### config.mk
export PLATFORM = sky130hd
export DESIGN_NAME = jtag_dtm_ctrl
export DESIGN_NICKNAME = d
export VERILOG_FILES = /design/src/rtl/dtm_pkg.sv /design/src/rtl/jtag_dtm_ctrl.sv
export SDC_FILE = /design/constraint.sdc
export NUM_CORES = 1
export LEC_CHECK = 0
export ABC_CLOCK_PERIOD_IN_PS = 2000
export BUFFER_PORTS_ARGS = -buffer_cell sky130_fd_sc_hd__buf_2
export CORE_ASPECT_RATIO = 0.9
export CORE_MARGIN = 2
export CORE_UTILIZATION = 33
export CTS_CLUSTER_DIAMETER = 60
export CTS_CLUSTER_SIZE = 10
export DETAILED_ROUTE_END_ITERATION = 6
export SETUP_SLACK_MARGIN = 0.2
export SYNTH_ARGS = -nofsm -noshare
export SYNTH_HDL_FRONTEND = slang
export SYNTH_SLANG_ARGS = --single-unit
### constraint.sdc
create_clock -name tck_i -period 2 [get_ports tck_i]
set_input_delay 0.4 -clock tck_i [delete_from_list [all_inputs] [get_ports tck_i]]
set_output_delay 0.4 -clock tck_i [all_outputs]
set_load 0.01 [all_outputs]
### src/rtl/dtm_pkg.sv
// dtm_pkg: shared DMI op encodings, DTM FSM state type and dtmcs field positions
package dtm_pkg;
  localparam logic [1:0] DMI_NOP   = 2'd0;
  localparam logic [1:0] DMI_READ  = 2'd1;
  localparam logic [1:0] DMI_WRITE = 2'd2;
  localparam logic [1:0] DMI_OK    = 2'd0;
  localparam logic [1:0] DMI_FAIL  = 2'd2;
  localparam logic [1:0] DMI_BUSY  = 2'd3;
  localparam int DTMCS_VERSION_LSB = 0;
  localparam int DTMCS_ABITS_LSB   = 4;
  localparam int DTMCS_DMISTAT_LSB = 10;
  localparam int DTMCS_IDLE_LSB    = 12;
  localparam int DTMCS_DMIRESET    = 16;
  localparam int DTMCS_HARDRESET   = 17;
  localparam logic [3:0] DTM_VERSION = 4'd1;
  typedef enum logic [1:0] {ST_IDLE = 2'd0, ST_REQ = 2'd1, ST_WAIT = 2'd2} dtm_state_e;
endpackage

### src/rtl/jtag_dtm_ctrl.sv
// jtag_dtm_ctrl: RISC-V debug transport module, turns dtmcs/dmi DR accesses into DMI transactions
// Ports: tck_i/trst_n_i clock and async active-low reset; cust_rg_* TAP custom register
// access (addr 0=dtmcs, 1=dmi, capture/update strobes); dmi_req_*/dmi_resp_* DMI handshakes;
// dmi_hard_reset_o one-cycle debug module reset, only driven when JTAG_DTM_HARDRESET_EN is defined.
module jtag_dtm_ctrl
  import dtm_pkg::*;
#(
  parameter int ABITS = 7,
  parameter int DR_WIDTH = 41,
  parameter logic [2:0] IDLE_HINT = 3'd1
) (
  input  logic                tck_i,
  input  logic                trst_n_i,
  input  logic                cust_rg_addr_i,
  input  logic                cust_rg_val_i,
  input  logic [DR_WIDTH-1:0] cust_rg_dat_i,
  output logic [DR_WIDTH-1:0] cust_rg_dat_o,
  input  logic                cust_rg_dat_re_i,
  input  logic                cust_rg_dat_we_i,
  output logic                dmi_req_valid_o,
  input  logic                dmi_req_ready_i,
  output logic [ABITS-1:0]    dmi_req_addr_o,
  output logic [31:0]         dmi_req_data_o,
  output logic [1:0]          dmi_req_op_o,
  input  logic                dmi_resp_valid_i,
  output logic                dmi_resp_ready_o,
  input  logic [31:0]         dmi_resp_data_i,
  input  logic [1:0]          dmi_resp_op_i,
  output logic                dmi_hard_reset_o
);
  localparam logic [5:0] ABITS6 = 6'(ABITS);
  dtm_state_e state, state_nxt;
  logic [1:0] sticky, sticky_nxt, wr_op, op_out;
  logic [ABITS-1:0] addr_q;
  logic [31:0] data_q, resp_q;
  logic [1:0] op_q;
  logic dmi_wr, dtmcs_wr, accept, busy_evt, resp_evt, hard_evt, clr;
  logic [31:0] dtmcs;
  logic unused_bits;
  assign unused_bits = ^cust_rg_dat_i;
  assign wr_op = cust_rg_dat_i[1:0];
  assign dmi_wr = cust_rg_dat_we_i & cust_rg_val_i & cust_rg_addr_i;
  assign dtmcs_wr = cust_rg_dat_we_i & cust_rg_val_i & ~cust_rg_addr_i;
  assign accept = dmi_wr && state == ST_IDLE && sticky == DMI_OK && (wr_op == DMI_READ || wr_op == DMI_WRITE);
  // Touching dmi while a transaction is outstanding is a host overrun and latches busy.
  assign busy_evt = state != ST_IDLE && (dmi_wr || (cust_rg_dat_re_i && cust_rg_addr_i));
  assign resp_evt = state == ST_WAIT && dmi_resp_valid_i;
`ifdef JTAG_DTM_HARDRESET_EN
  logic hard_q;
  assign hard_evt = dtmcs_wr & cust_rg_dat_i[DTMCS_HARDRESET];
  assign dmi_hard_reset_o = hard_q;
  always_ff @(posedge tck_i or negedge trst_n_i)
    if (!trst_n_i) hard_q <= 1'b0;
    else hard_q <= hard_evt;
`else
  assign hard_evt = 1'b0;
  assign dmi_hard_reset_o = 1'b0;
`endif
  // Clearing takes priority over any error raised in the same cycle.
  assign clr = (dtmcs_wr & cust_rg_dat_i[DTMCS_DMIRESET]) | hard_evt;
  always_comb begin
    state_nxt = hard_evt ? ST_IDLE :
                accept ? ST_REQ :
                (state == ST_REQ && dmi_req_ready_i) ? ST_WAIT :
                resp_evt ? ST_IDLE : state;
    sticky_nxt = clr ? DMI_OK :
                 sticky != DMI_OK ? sticky :
                 busy_evt ? DMI_BUSY :
                 (resp_evt && dmi_resp_op_i != DMI_OK) ? dmi_resp_op_i : sticky;
  end
  always_ff @(posedge tck_i or negedge trst_n_i)
    if (!trst_n_i) state <= ST_IDLE;
    else state <= state_nxt;
  always_ff @(posedge tck_i or negedge trst_n_i)
    if (!trst_n_i) begin
      sticky <= DMI_OK;
      addr_q <= '0;
      data_q <= '0;
      op_q <= DMI_NOP;
      resp_q <= '0;
    end else begin
      sticky <= sticky_nxt;
      if (accept) begin
        addr_q <= cust_rg_dat_i[ABITS+33:34];
        data_q <= cust_rg_dat_i[33:2];
        op_q <= wr_op;
      end
      if (resp_evt) resp_q <= dmi_resp_data_i;
    end
  assign dmi_req_valid_o = state == ST_REQ;
  assign dmi_resp_ready_o = state == ST_WAIT;
  assign dmi_req_addr_o = addr_q;
  assign dmi_req_data_o = data_q;
  assign dmi_req_op_o = op_q;
  assign op_out = state != ST_IDLE ? DMI_BUSY : sticky;
  assign dtmcs = {14'b0, 2'b00, 1'b0, IDLE_HINT, sticky, ABITS6, DTM_VERSION};
  assign cust_rg_dat_o = cust_rg_addr_i ? DR_WIDTH'({addr_q, resp_q, op_out}) : DR_WIDTH'(dtmcs);
endmodule

==> metrics.txt <==
# TYPE chip_impl_metric gauge
chip_impl_metric{name="wirelength",unit="mm"} 7.90
chip_impl_info{name="timing.critical_path.to_type",value="output port"} 1
chip_impl_metric{name="synthDistinctLibCells",unit=""} 31
chip_impl_metric{name="final_max_slew_viol_count",unit=""} 0
chip_impl_metric{name="cp_max_fo",unit=""} 3
chip_impl_metric{name="detailroute.wirelength.met3",unit="µm"} 520
chip_impl_metric{name="worst_ir_drop_vdd",unit="mV"} 0.578
chip_impl_metric{name="initial_core_util",unit="%"} 33.9
chip_impl_info{name="criticalPathCategory",value="reg2out"} 1
chip_impl_metric{name="path_depth",unit=""} 4
chip_impl_metric{name="netlist_instances",unit=""} 235
chip_impl_metric{name="cts-buffers-inserted",unit=""} 9
chip_impl_info{name="synth_top_flop_cell",value="dfrtp_1"} 1
chip_impl_metric{name="finalClockSkew",unit="ns"} 0.00669
chip_impl_metric{name="fin_setup_tns",unit="ns"} 0
chip_impl_metric{name="synth.mux.area_fraction",unit="%"} 27.7
chip_impl_metric{name="grt_pass1_wl",unit="mm"} 12.6
chip_impl_info{name="dominant_combinational_cell_family_by_area_after_synthesis",value="multiplexers"} 1
chip_impl_metric{name="critical_path.max_stage_delay",unit="ns"} 0.43
chip_impl_metric{name="cts-root-to-sink-buffers",unit=""} 2
chip_impl_info{name="worstSetupStartpointType",value="flop"} 1
chip_impl_info{name="cpMaxStageDelayCell",value="dfrtp_2"} 1
chip_impl_metric{name="n_antenna_cell",unit=""} 0
chip_impl_metric{name="setup_violations",unit=""} 0
chip_impl_metric{name="yosys_register_bits",unit=""} 77
chip_impl_info{name="cts_root_buf",value="clkbuf_16"} 1
chip_impl_info{name="maxUsedRoutingLayer",value="met4"} 1
chip_impl_metric{name="worstPathBufferInverterCount",unit=""} 3
chip_impl_metric{name="number_of_design_rule_violations_left_by_the_first_detailed_router_iteration",unit=""} 97
chip_impl_metric{name="grt.total_usage",unit="%"} 14.0
chip_impl_metric{name="postSynthNetCount",unit=""} 318
chip_impl_info{name="tritoncts",value="yes"} 1
chip_impl_info{name="hold_class",value="in2async"} 1
chip_impl_metric{name="vias_per_cell",unit=""} 4.46
chip_impl_info{name="synth_area_leader_cell",value="dfrtp_1"} 1
chip_impl_metric{name="vias",unit=""} 2414
chip_impl_metric{name="power.static_leakage",unit="nW"} 2.53
chip_impl_metric{name="floorplan.rows",unit=""} 35
chip_impl_metric{name="gp_routability_congestion",unit=""} 0.717
chip_impl_metric{name="grt_max_degree",unit=""} 44
chip_impl_metric{name="clkTransAtPathRegs",unit="ns"} 0.06
chip_impl_metric{name="die_area",unit="µm²"} 11400
chip_impl_metric{name="ys_seq_area_share",unit="%"} 55.2
chip_impl_metric{name="met2_wirelength",unit="mm"} 3.93
chip_impl_info{name="netlist_top_cells_count",value="77 x dfrtp_1, 39 x mux2_4, 34 x mux2_1"} 1
chip_impl_metric{name="drtAntennaViolNets",unit=""} 0
chip_impl_metric{name="cts_hold_buf",unit=""} 0
chip_impl_metric{name="ys.warnings.count",unit=""} 0
chip_impl_metric{name="layout.filler_cells",unit=""} 965
chip_impl_metric{name="synth_largest_type_area_fraction",unit="%"} 55.2
chip_impl_metric{name="post_synth_fa_ha_maj_area_fraction",unit="%"} 0
chip_impl_metric{name="avgRoutedWirePerCell",unit="µm"} 14.6
chip_impl_metric{name="final_hold_violation_count",unit=""} 0
chip_impl_metric{name="post-route-period-util",unit="%"} 87.4
chip_impl_metric{name="dp_hpwl",unit="mm"} 5.72
chip_impl_metric{name="period_needed",unit="ns"} 1.75
chip_impl_metric{name="grt_pass1_vias",unit=""} 2576
chip_impl_metric{name="area_post_placement",unit="µm²"} 4460
chip_impl_info{name="synthMostInstantiatedCell",value="dfrtp_1"} 1
chip_impl_metric{name="clock_insertion_delay_worst_skew",unit="ns"} 0.32
chip_impl_metric{name="vert_die_dim",unit="µm"} 102
chip_impl_metric{name="core_area",unit="µm²"} 10300
chip_impl_metric{name="yosys.area_share.simple",unit="%"} 9.74
chip_impl_metric{name="syn2layout_area_growth",unit="%"} 37.1
chip_impl_metric{name="synth_area_per_cell",unit="µm²"} 14.9
chip_impl_info{name="outcome",value="complete, no violations"} 1
chip_impl_info{name="critical_path.cell_chain",value="nor4b_4 -> buf_4 -> inv_1 -> buf_2"} 1
chip_impl_metric{name="final_net_count",unit=""} 491
chip_impl_metric{name="share_of_layout_cells_above_drive_strength_1",unit="%"} 58.0
chip_impl_metric{name="remaining_drc_errors",unit=""} 0
chip_impl_metric{name="worstPathRequired",unit="ns"} 1.60
chip_impl_metric{name="globalRouteOverflowTotal",unit=""} 0
chip_impl_metric{name="finalInstanceArea",unit="µm²"} 4790
chip_impl_metric{name="io-pin-count",unit=""} 168
chip_impl_metric{name="achievable-frequency",unit="MHz"} 572
chip_impl_info{name="critical-path-top-delay-family",value="flip-flops"} 1
chip_impl_info{name="rsz_0062_raised_after_global_routing",value="false"} 1
chip_impl_metric{name="synth_edf_count",unit=""} 0
chip_impl_metric{name="io_buffer_count",unit=""} 166
chip_impl_metric{name="htree_num_levels",unit=""} 3
chip_impl_metric{name="postSynth.asyncResetShare",unit="%"} 100
chip_impl_metric{name="grt_antenna_before_repair",unit=""} 0
chip_impl_metric{name="cts_sinks",unit=""} 77
chip_impl_metric{name="timing.reg2reg.worst_path_depth",unit=""} 4
chip_impl_metric{name="met1_wire_length",unit="mm"} 3.35
chip_impl_metric{name="power-per-cell-area",unit="nW/µm²"} 1350
chip_impl_metric{name="post_synth_xor_area_fraction",unit="%"} 0.251
chip_impl_metric{name="synth_compound_area_share",unit="%"} 2.65
chip_impl_metric{name="data_arrival_at_the_endpoint_of_the_critical_path",unit="ns"} 1.35
chip_impl_metric{name="netlist_area",unit="µm²"} 3490
chip_impl_info{name="netlist_top_cells_area",value="dfrtp_1 55%, mux2_4 17%, mux2_1 11%"} 1
chip_impl_metric{name="drv.max_cap_violation_count",unit=""} 0
chip_impl_metric{name="detail_route.first_pass.iterations",unit=""} 5
chip_impl_metric{name="die_w",unit="µm"} 112
layout by cell type, fill, tap and decap left out, drive strengths merged, types with 4 or more instances in the layout:
master,Yosys,final
mux2,73,73
nand2b,7,7
clkbuf,4,9
inv,3,4
clkinv,0,4
dfrtp,77,77
and2,33,33
buf,11,177
through the flow:
| step | total power [mW] | cells | utilization [%] | hold slack (ns) | worst slack, ns |
|---|---|---|---|---|---|
| after floorplan | 3.98 | 235 | - | 0.104 | 0.296 |
| after global placement | 4.85 | 521 | 43.3 | 0.399 | 0.295 |
| after detailed placement | 4.92 | 521 | 43.3 | 0.407 | 0.268 |
| after CTS | 6.58 | 537 | 46.2 | 0.0509 | 0.205 |
| after global routing | 6.91 | 541 | 46.5 | 0.0625 | 0.176 |
| final | 6.48 | 541 | 46.5 | 0.0304 | 0.251 |
layer usage:
metal,track usage [%],up-vias
li1,-,1146
met1,16.9,1177
met2,23.8,83
met3,4.79,8
met4,4.97,0
met5,0,-
report_power, final:
part | total [mW] | switching [mW] | leakage [nW] | internal [mW]
Combinational | 2.26 | 0.921 | 1.43 | 1.34
Sequential | 2.65 | 0.375 | 0.948 | 2.27
Clock | 1.57 | 0.614 | 0.145 | 0.958
Total | 6.48 | 1.91 | 2.53 | 4.57
worst reg2reg max path, cell delays in order, from the launching register on:
cell and delay [ns]:
dfrtp_1 0.42, and3b_1 0.31, and3_2 0.29, buf_12 0.22, mux2_4 0.33
timing repair:
action,4_1_cts,5_1_grt
resized for setup,3,1
setup buffers,1,4
cloned,0,0
endpoints found under the setup margin,2,2
pin swaps,0,1
layout make-up:
class | count | area, µm² | area share, %
clock inverters | 6 | 62.6 | 1.31
multi-input cells | 140 | 1420 | 29.6
clock buffers | 9 | 225 | 4.70
flip-flops and latches | 77 | 1930 | 40.3
well taps | 129 | 161 | 3.37
inverters | 3 | 11.3 | 0.235
repair buffers | 177 | 978 | 20.4
path summary, 6_finish.rpt:
check,from,end,slack [ns]
max reg2reg,sticky[1],dmi_req_data_o[31],0.31
min in group tck_i,dmi_resp_valid_i,state[1],0.26
max in group asynchronous,trst_n_i,dmi_req_data_o[14],1.37
max,state[0],cust_rg_dat_o[0],0.25
min reg2reg,resp_q[29],resp_q[29],0.48
min,trst_n_i,dmi_req_addr_o[4],0.03
registers in the layout (all words and copies together), names as in the netlist:
signal          count
resp_q             32
sticky              2
dmi_req_addr_o      7
state               2
dmi_req_op_o        2
dmi_req_data_o     32
kinds of logic after synthesis:
family	count (synthesis)
other	1
AND/OR/NAND/NOR	52
buffers and inverters	18
XOR/XNOR	1
flip-flops	77
multiplexers	73
AO/OA/AOI/OAI	13
Power figures use the tool's default switching activity.
